<file path="src/rtl/atm_pkg.sv">
// Shared types for the ATM session controller: session state encoding and menu op codes.
package atm_pkg;

  typedef enum logic [3:0] {
    ST_IDLE     = 4'd0,
    ST_PIN      = 4'd1,
    ST_MENU     = 4'd2,
    ST_AMOUNT   = 4'd3,
    ST_SHOW     = 4'd4,
    ST_DISPENSE = 4'd5,
    ST_EJECT    = 4'd6,
    ST_CAPTURE  = 4'd7
  } atm_state_e;

  typedef enum logic [1:0] {
    OP_BALANCE  = 2'b00,
    OP_WITHDRAW = 2'b01,
    OP_RESERVED = 2'b10,
    OP_EXIT     = 2'b11
  } atm_op_e;

  // States that wait on the user and so honour card removal, cancel and timeout.
  function automatic logic is_input_state(atm_state_e s);
    return (s == ST_PIN) || (s == ST_MENU) || (s == ST_AMOUNT);
  endfunction

endpackage

</file>
<file path="src/rtl/atm_timeout_ctr.sv">
// Inactivity counter: expired_o rises once LIMIT enabled cycles pass without a clear.
module atm_timeout_ctr #(
  parameter int LIMIT = 1024
) (
  input  logic clk,
  input  logic rst,
  input  logic clear_i,
  input  logic enable_i,
  output logic expired_o
);

  localparam int CW = (LIMIT > 2) ? $clog2(LIMIT) : 1;
  localparam logic [CW-1:0] LAST = CW'(LIMIT - 1);

  logic [CW-1:0] cnt_q, cnt_d;

  assign expired_o = enable_i && (cnt_q == LAST);

  always_comb begin
    cnt_d = cnt_q;
    if (clear_i) begin
      cnt_d = '0;
    end else if (enable_i && !expired_o) begin
      cnt_d = cnt_q + 1'b1;
    end
  end

  always_ff @(posedge clk or posedge rst) begin
    if (rst) cnt_q <= '0;
    else     cnt_q <= cnt_d;
  end

endmodule

</file>
<file path="src/rtl/atm_session_fsm.sv">
// Registered ATM session controller: card, PIN with lockout, menu, withdrawal, eject/capture.
// Define ATM_TIMEOUT_EN to add the inactivity timeout in PIN/MENU/AMOUNT.
module atm_session_fsm
  import atm_pkg::*;
#(
  parameter int MAX_PIN_TRIES  = 3,
  parameter int AMT_W          = 16,
  parameter int TIMEOUT_CYCLES = 1024
) (
  input  logic             clk,
  input  logic             rst,
  input  logic             card_in,
  input  logic             cancel,
  input  logic             pin_vld,
  input  logic             pin_ok,
  input  logic [AMT_W-1:0] bal_in,
  input  logic             op_vld,
  input  logic [1:0]       op_sel,
  input  logic             amt_vld,
  input  logic [AMT_W-1:0] amt,
  output logic [3:0]       state_o,
  output logic [AMT_W-1:0] bal_o,
  output logic             bal_show,
  output logic             dispense,
  output logic [AMT_W-1:0] dispense_amt,
  output logic             insuff,
  output logic             eject,
  output logic             capture,
  output logic [3:0]       tries_left
);

  if (MAX_PIN_TRIES < 1 || MAX_PIN_TRIES > 15) begin : g_bad_tries
    $error("MAX_PIN_TRIES must be in 1..15");
  end
  if (TIMEOUT_CYCLES < 2) begin : g_bad_timeout
    $error("TIMEOUT_CYCLES must be at least 2");
  end

  localparam logic [3:0] MAX_TRIES = 4'(MAX_PIN_TRIES);

  atm_state_e       state_q, state_d;
  logic [AMT_W-1:0] bal_q, bal_d;
  logic [AMT_W-1:0] disp_amt_q, disp_amt_d;
  logic [3:0]       tries_q, tries_d;
  logic             bal_show_q, bal_show_d;
  logic             dispense_q, dispense_d;
  logic             insuff_q, insuff_d;
  logic             eject_q, eject_d;
  logic             capture_q, capture_d;
  logic             timeout;
  logic             abort;

`ifdef ATM_TIMEOUT_EN
  logic to_clear;

  assign to_clear = cancel || pin_vld || op_vld || amt_vld || (state_d != state_q);

  atm_timeout_ctr #(
    .LIMIT(TIMEOUT_CYCLES)
  ) u_timeout (
    .clk      (clk),
    .rst      (rst),
    .clear_i  (to_clear),
    .enable_i (is_input_state(state_q)),
    .expired_o(timeout)
  );
`else
  assign timeout = 1'b0;
`endif

  // Any of these pre-empts the strobes of the input-waiting states.
  assign abort = !card_in || cancel || timeout;

  always_ff @(posedge clk or posedge rst) begin
    // NOTE: sequential state uses non-blocking assignments so every flop samples pre-edge values.
    if (rst) state_q <= ST_IDLE;
    else     state_q <= state_d;
  end

  always_comb begin
    // NOTE: default every comb output first so no path leaves it unassigned (no latches).
    state_d = state_q;
    if (is_input_state(state_q) && !card_in) begin
      state_d = ST_IDLE;
    end else if (is_input_state(state_q) && (cancel || timeout)) begin
      state_d = ST_EJECT;
    end else begin
      case (state_q)
        ST_IDLE: if (card_in) state_d = ST_PIN;
        ST_PIN: begin
          if (pin_vld) begin
            if (pin_ok)              state_d = ST_MENU;
            else if (tries_q <= 4'd1) state_d = ST_CAPTURE;
          end
        end
        ST_MENU: begin
          if (op_vld) begin
            case (op_sel)
              OP_BALANCE:  state_d = ST_SHOW;
              OP_WITHDRAW: state_d = ST_AMOUNT;
              OP_EXIT:     state_d = ST_EJECT;
              default:     state_d = ST_MENU;
            endcase
          end
        end
        ST_AMOUNT: if (amt_vld) state_d = (amt != '0 && amt <= bal_q) ? ST_DISPENSE : ST_MENU;
        ST_SHOW, ST_DISPENSE: state_d = ST_MENU;
        ST_EJECT, ST_CAPTURE: if (!card_in) state_d = ST_IDLE;
        default: state_d = ST_IDLE;
      endcase
    end
  end

  always_comb begin
    bal_d      = bal_q;
    disp_amt_d = disp_amt_q;
    tries_d    = tries_q;
    insuff_d   = 1'b0;

    case (state_q)
      ST_PIN: begin
        if (!abort && pin_vld) begin
          if (pin_ok) begin
            bal_d   = bal_in;
            tries_d = MAX_TRIES;
          end else begin
            tries_d = tries_q - 4'd1;
          end
        end
      end
      ST_AMOUNT: begin
        if (!abort && amt_vld && amt != '0) begin
          if (amt <= bal_q) begin
            bal_d      = bal_q - amt;
            disp_amt_d = amt;
          end else begin
            insuff_d = 1'b1;
          end
        end
      end
      default: ;
    endcase

    // Every path back to IDLE ends the session.
    if (state_d == ST_IDLE && state_q != ST_IDLE) begin
      bal_d   = '0;
      tries_d = MAX_TRIES;
    end

    bal_show_d = (state_d == ST_SHOW);
    dispense_d = (state_d == ST_DISPENSE);
    eject_d    = (state_d == ST_EJECT) && (state_q != ST_EJECT);
    capture_d  = (state_d == ST_CAPTURE) && (state_q != ST_CAPTURE);
  end

  always_ff @(posedge clk or posedge rst) begin
    if (rst) begin
      bal_q      <= '0;
      disp_amt_q <= '0;
      tries_q    <= MAX_TRIES;
      bal_show_q <= 1'b0;
      dispense_q <= 1'b0;
      insuff_q   <= 1'b0;
      eject_q    <= 1'b0;
      capture_q  <= 1'b0;
    end else begin
      bal_q      <= bal_d;
      disp_amt_q <= disp_amt_d;
      tries_q    <= tries_d;
      bal_show_q <= bal_show_d;
      dispense_q <= dispense_d;
      insuff_q   <= insuff_d;
      eject_q    <= eject_d;
      capture_q  <= capture_d;
    end
  end

  assign state_o      = state_q;
  assign bal_o        = bal_q;
  assign dispense_amt = disp_amt_q;
  assign tries_left   = tries_q;
  assign bal_show     = bal_show_q;
  assign dispense     = dispense_q;
  assign insuff       = insuff_q;
  assign eject        = eject_q;
  assign capture      = capture_q;

endmodule

</file>
<file path="config.mk">
export PLATFORM = sky130hd
export DESIGN_NAME = atm_session_fsm
export DESIGN_NICKNAME = d
export VERILOG_FILES = /design/src/rtl/atm_pkg.sv /design/src/rtl/atm_timeout_ctr.sv /design/src/rtl/atm_session_fsm.sv
export SDC_FILE = /design/constraint.sdc
export NUM_CORES = 1
export LEC_CHECK = 0
export CORE_MARGIN = 2
export CORE_UTILIZATION = 30
export CTS_CLUSTER_DIAMETER = 200
export DETAILED_ROUTE_END_ITERATION = 7
export SLEW_MARGIN = 20
export SYNTH_ARGS = -nofsm -noshare
export SYNTH_HDL_FRONTEND = slang
export SYNTH_SLANG_ARGS = --single-unit
</file>
<file path="constraint.sdc">
create_clock -name clk -period 6.9 [get_ports clk]
set_clock_uncertainty 0.1 [all_clocks]
set_input_delay 0.69 -clock clk [delete_from_list [all_inputs] [get_ports clk]]
set_output_delay 0.69 -clock clk [all_outputs]
set_load 0.02 [all_outputs]
</file>
-- Word-level counts from Yosys, hierarchy flattened
Cells that the tools add are included.
Widths: inputs -> output; s select.
- register bits: 45
- output and inout port bits: 45
- word-level logic and storage cells: 84
- input bits: 42
- multiplexer cells: 25
- magnitude comparators: 2
- reductions and logical operators: 27
- equal/unequal tests: 19
- add/subtract/negate cells: 2
- operators by type and width (kind ; number):
    $mux 16 ; 5
    $mux 4 ; 13
    $eq 4x3->1 const B ; 8
    $pmux 16 s2 ; 1
    $pmux 4 s6 ; 1
    $le 16x16->1 ; 1
    $reduce_bool 16->1 ; 1
    $sub 16x16->16 ; 1
    $logic_and 1x1->1 ; 9
    $ne 3x1->1 const B ; 3
    $pmux 3 s3 ; 1
    $eq 4x2->1 const B ; 2
    $logic_not 4->1 ; 2
    $ne 4x3->1 const B ; 2
    $reduce_and 5->1 ; 1
    $eq 4x1->1 const B ; 1
    $le 4x1->1 const B ; 1
    $reduce_bool 2->1 ; 2
    $reduce_bool 4->1 ; 1
    $reduce_or 2->1 ; 2
    $sub 4x1->4 const B ; 1
    $logic_or 1x1->1 ; 3
    $mux 1 ; 3
    $mux 3 ; 1
    other kinds (8) ; 9

-- Depth between registers and ports, before layout
- depth after elaboration: 11
- mapped depth: 12

-- Worst setup path after synthesis
Ideal clock, no wire load.
- kind: input -> register
- start point: input port amt[0]
- end point: register bal_q[13], in the netlist bal_o[13]
- arrival time: 3.054 ns
- buffers on the path: 2
- stages on the path: 11
- data required time: 6.662 ns
- path slack: 3.607 ns
- path through: ha_1 -> fa_1 -> nand2b_1 -> a21oi_1 -> a41oi_1 -> o211a_1 -> o31a_4 -> a2111oi_4 -> buf_6 -> buf_6 -> o22ai_2
- longest elaborated chain between the ends: 11
- elaborated cells on any way between the ends: 22
- those cells by class: add/sub: 1; order compare: 1; eq/ne: 4; mux: 9; reduce/logical: 7
- ends and longest elaborated chain (item ; line ; source):
    start, declared ; atm_session_fsm.sv:20 ; input logic [AMT_W-1:0] amt,
    $le 16x16->1 / $reduce_bool 16->1 (equally long branches) ; atm_session_fsm.sv:106 ; ST_AMOUNT: if (amt_vld) state_d = (amt != '0 && amt <= bal_q) ? ST_DISPENSE : ST_MENU;
    $logic_and 1x1->1 (*) ; atm_session_fsm.sv:106 ;
    $mux 3 (*) ; atm_session_fsm.sv:106 ;
    $mux 4 (*) ; atm_session_fsm.sv:106 ;
    $pmux 4 s6 (*) ; atm_session_fsm.sv:88 ; case (state_q)
    $mux 4 (*) ; atm_session_fsm.sv:85 ; end else if (is_input_state(state_q) && (cancel || timeout)) begin
    $mux 4 (*) ; atm_session_fsm.sv:83 ; if (is_input_state(state_q) && !card_in) begin
    via state_d[1] ; atm_session_fsm.sv:41 ; atm_state_e state_q, state_d;
    $logic_not 4->1 (*) ; atm_session_fsm.sv:145 ; if (state_d == ST_IDLE && state_q != ST_IDLE) begin
    $logic_and 1x1->1 (*) ; atm_session_fsm.sv:145 ;
    $ne 3x1->1 (no line), or another cell as far along ; - ;
    $reduce_and 5->1 (no line) ; - ;
    end signal, assigned ; atm_session_fsm.sv:167 ; bal_q <= bal_d;
    end, declared ; atm_session_fsm.sv:42 ; logic [AMT_W-1:0] bal_q, bal_d;
The timed path passes the listed nets; every way through them passes the cells marked *. The select of a mux whose other input is x is not followed.
A chain may end at the register's enable or synchronous reset.

-- Worst setup path in the final report
- start point: input port amt[0]
- end point: register bal_q[12], in the netlist bal_o[12]
- longest elaborated chain between the ends: 11
- elaborated cells on any way between the ends: 22
- those cells by class: add/sub: 1; order compare: 1; eq/ne: 4; mux: 9; reduce/logical: 7
- ends and longest elaborated chain (item ; line):
    $le 16x16->1 / $reduce_bool 16->1 (equally long branches) ; atm_session_fsm.sv:106, atm_session_fsm.sv:133, atm_session_fsm.sv:132
    $logic_and 1x1->1 ; atm_session_fsm.sv:106
    $mux 3 ; atm_session_fsm.sv:106
    $mux 4 ; atm_session_fsm.sv:106
    $pmux 4 s6 ; atm_session_fsm.sv:88
    $mux 4 ; atm_session_fsm.sv:85
    $mux 4 ; atm_session_fsm.sv:83
    $logic_not 4->1 ; atm_session_fsm.sv:145
    $logic_and 1x1->1 ; atm_session_fsm.sv:145
    $ne 3x1->1 (no line), or another cell as far along ; -
    $reduce_and 5->1 (no line) ; -
Several ways; a longest one is shown, not always the timed one. The select of a mux whose other input is x is not followed.

==> impl_metrics.yaml <==
worst_hold_path:
  hold_class: "flip-flop to flip-flop"
routing:
  drt_pass1_iterations: 6
  via_per_inst: 4.97
  drc: 0
  drt_iter0_drc: 98
  wl_um: 8510
  vias: 2850
  ant_nets: 0
  wl_per_cell_um: 14.8
layout:
  utilization_pct: 42.2
  fillers: 1014
  diodes: 0
  drive_above_1_share_pct: 6.35
  nets: 503
  areaGrowthSynthToFinish_pct: 35.7
floorplan:
  pin_count: 87
  std_cell_rows: 36
  core_sq_um: 9820
  die_w_um: 105
  die_area_sq_um: 11000
  initial_utilization_pct: 31.1
  die_h_um: 105
critical_path:
  reg2regPathDepth: 7
  critPathRequiredTime_ns: 6.95
  path_max_fanout: 33
  worstSetupEndpoint: "bal_o[12]"
  worst_ep_arrival_time_ns: 4.11
  critPathKind: "input pin to flip-flop"
  end_kind: "flip-flop"
  r2r_end: "bal_o[12]"
  crit_path_start: "amt[0]"
  startpoint_type: "input pin"
  reg2reg_slack_ns: 3.07
  r2r-start: "state_o[2]"
pwr:
  vdd_drop_max_v: 0.0000585
  power_density_nw_per_um2: 140
  p_leak_uw: 0.00178
  total_power_uw: 578
synth:
  ys_seq_elements: 45
  async_reset_ff_share_pct: 100
  syn_area_sq_um: 3050
  synth.most_common_cell: "nand2_1"
  yosysWarnings: 0
  syn_area_per_cell_sq_um: 8.45
  synth_top_cell_by_area: "dfrtp_1"
  yosysUniqueCellTypes: 58
  synthFlopType: "dfrtp_1"
  yosys-top-cells-count: "51 x nand2_1, 43 x dfrtp_1, 28 x a21oi_1, 28 x nor2_1, 26 x o21ai_0"
  synth_edf_count: 0
  ys_top_cells_by_area: "dfrtp_1 35%, ha_1 8.2%, nand2_1 6.3%"
  ys_seq_area_share_pct: 37.0
  syn_nets: 424
  yosysTopAreaCellShare_pct: 35.3
  syn_inst: 361
timing:
  drv_slew: 0
  finalHoldViolCount: 0
  hold_ws_ns: 0.392
  setup_tns_ns: 0
  rsz0062_at_grt: "no"
  worstMarginPinSlew_ns: 1.02
  min_period_over_period_pct: 58.7
  finalSetupViolations: 0
  fmaxAchievable_ghz: 0.247
  slew_headroom_pct: 31.7
  fin_crit_ns: 4.05
outcome:
  status: "finished, final reports clean"
placement:
  hpwl_um: 6650
  port_buffers: 86
  gp_congestion: 0.913
clock_tree:
  clockRootBuffer: "clkbuf_8"
  cts_buffer_depth: 2
  insertion_delay_ns: 0.30
  clock-sinks: 45
  cts_htree_levels: 2
  post-cts-setup-buffer-count: 0
  cts_tree: "done"
  cts.reportedPaths.clkPinSlew_ns: 0.09
  ctsHoldBuffers: 0
  cts_resized: 0
  cts_buffers: 5
grt:
  grtUsageTotal_pct: 15.9
  grt_overflow: 0
  grt_pass1_vias: 2925
  antenna_found_initial: 0
  grt_max_degree: 46
  grt_first_pass_wirelength_um: 14200
job:
  cap_violations: 0
==> cell type report <==
type                            count  area [sq um]  share of cell area, %
Clock buffer                        6          82.6                   1.99
Clock inverter                      2          37.5                  0.907
Inverter                           25          93.8                   2.27
Multi-Input combinational cell    276          1760                   42.6
Sequential cell                    45          1130                   27.3
Tap cell                          133           166                   4.02
Timing Repair Buffer               87           868                   21.0
==> flip-flops by register name, indices dropped and copies added (netlist names) <==
| register | flops |
|---|---|
| bal_o | 16 |
| dispense_amt | 16 |
| state_o | 4 |
| tries_left | 4 |
| bal_show | 1 |
| capture | 1 |
| dispense | 1 |
| eject | 1 |
| insuff | 1 |
==> logic make-up (layout without fill, tap and decap cells) <==
family | Yosys count | after routing | synth area share, %
flip-flops | 45 | 45 | 37.0
XOR/XNOR | 13 | 13 | 3.73
multiplexers | 3 | 3 | 1.03
AO/OA/AOI/OAI | 101 | 101 | 22.2
AND/OR/NAND/NOR | 137 | 137 | 21.7
adder cells (fa/ha/maj) | 21 | 21 | 8.86
buffers and inverters | 40 | 120 | 5.41
other | 1 | 1 | 0.123
==> worst min-delay path by stage <==
stage                                start  slack, ns                to  cells after the start
after floorplan           dispense_amt[14]       0.48  dispense_amt[14]                      2
after global placement     dispense_amt[4]       0.36   dispense_amt[4]                      2
after detailed placement   dispense_amt[4]       0.37   dispense_amt[4]                      2
after CTS                  dispense_amt[4]       0.39   dispense_amt[4]                      2
after global routing       dispense_amt[4]       0.42   dispense_amt[4]                      2
final                      dispense_amt[5]       0.39   dispense_amt[5]                      2
==> routing by layer <==
| metal | global-route usage, % | vias up | wire length (um) |
|---|---|---|---|
| li1 | - | 1437 | - |
| met1 | 19.6 | 1315 | 3700 |
| met2 | 27.2 | 77 | 4190 |
| met3 | 2.56 | 21 | 325 |
| met4 | 7.33 | 0 | 303 |
| met5 | 0 | - | 0 |
==> cell usage in the layout (no fill, tap or decap), drive strengths merged, types with 3 or more instances in the layout <==
master	instances
xor2	6
a21o	5
dfrtp	43
nor4	4
a22oi	3
nand3	11
and3	5
or2	3
xnor2	7
nor3b	3
clkdlybuf4s50	86
nor2b	5
nor2	29
a31oi	4
nand4	4
nor3	7
ha	20
nand2	51
inv	25
o21ai	27
o22ai	12
clkbuf	6
a21oi	28
nand2b	6
nand3b	4
==> report_power, final <==
| group | leakage [uW] | switching, uW | internal (uW) |
|---|---|---|---|
| combinational | 0.00110 | 51.4 | 46.5 |
| clock | 0.0000574 | 93.2 | 118 |
| sequential | 0.000619 | 3.54 | 266 |
| total | 0.00178 | 148 | 430 |
==> stage by stage <==
stage / area [sq um] / setup WS (ns) / cells
2_1_floorplan: 3050 / 3.61 / 361
3_3_place_gp: 4010 / 2.13 / 566
3_5_place_dp: 4010 / 1.95 / 566
4_1_cts: 4130 / 2.25 / 574
5_1_grt: 4140 / 2.48 / 574
6_report: 4140 / 2.85 / 574
==> critical path: stages <==
cell	delay, ns
clkdlybuf4s50_1	0.45
ha_1	0.25
fa_1	0.40
nand2b_1	0.18
a21oi_1	0.27
a41oi_1	0.13
o211ai_1	0.29
nand3_2	0.49
a22o_2	0.65
a21oi_1	0.20
a22oi_1	0.09
(Power assumes the default switching activity.)
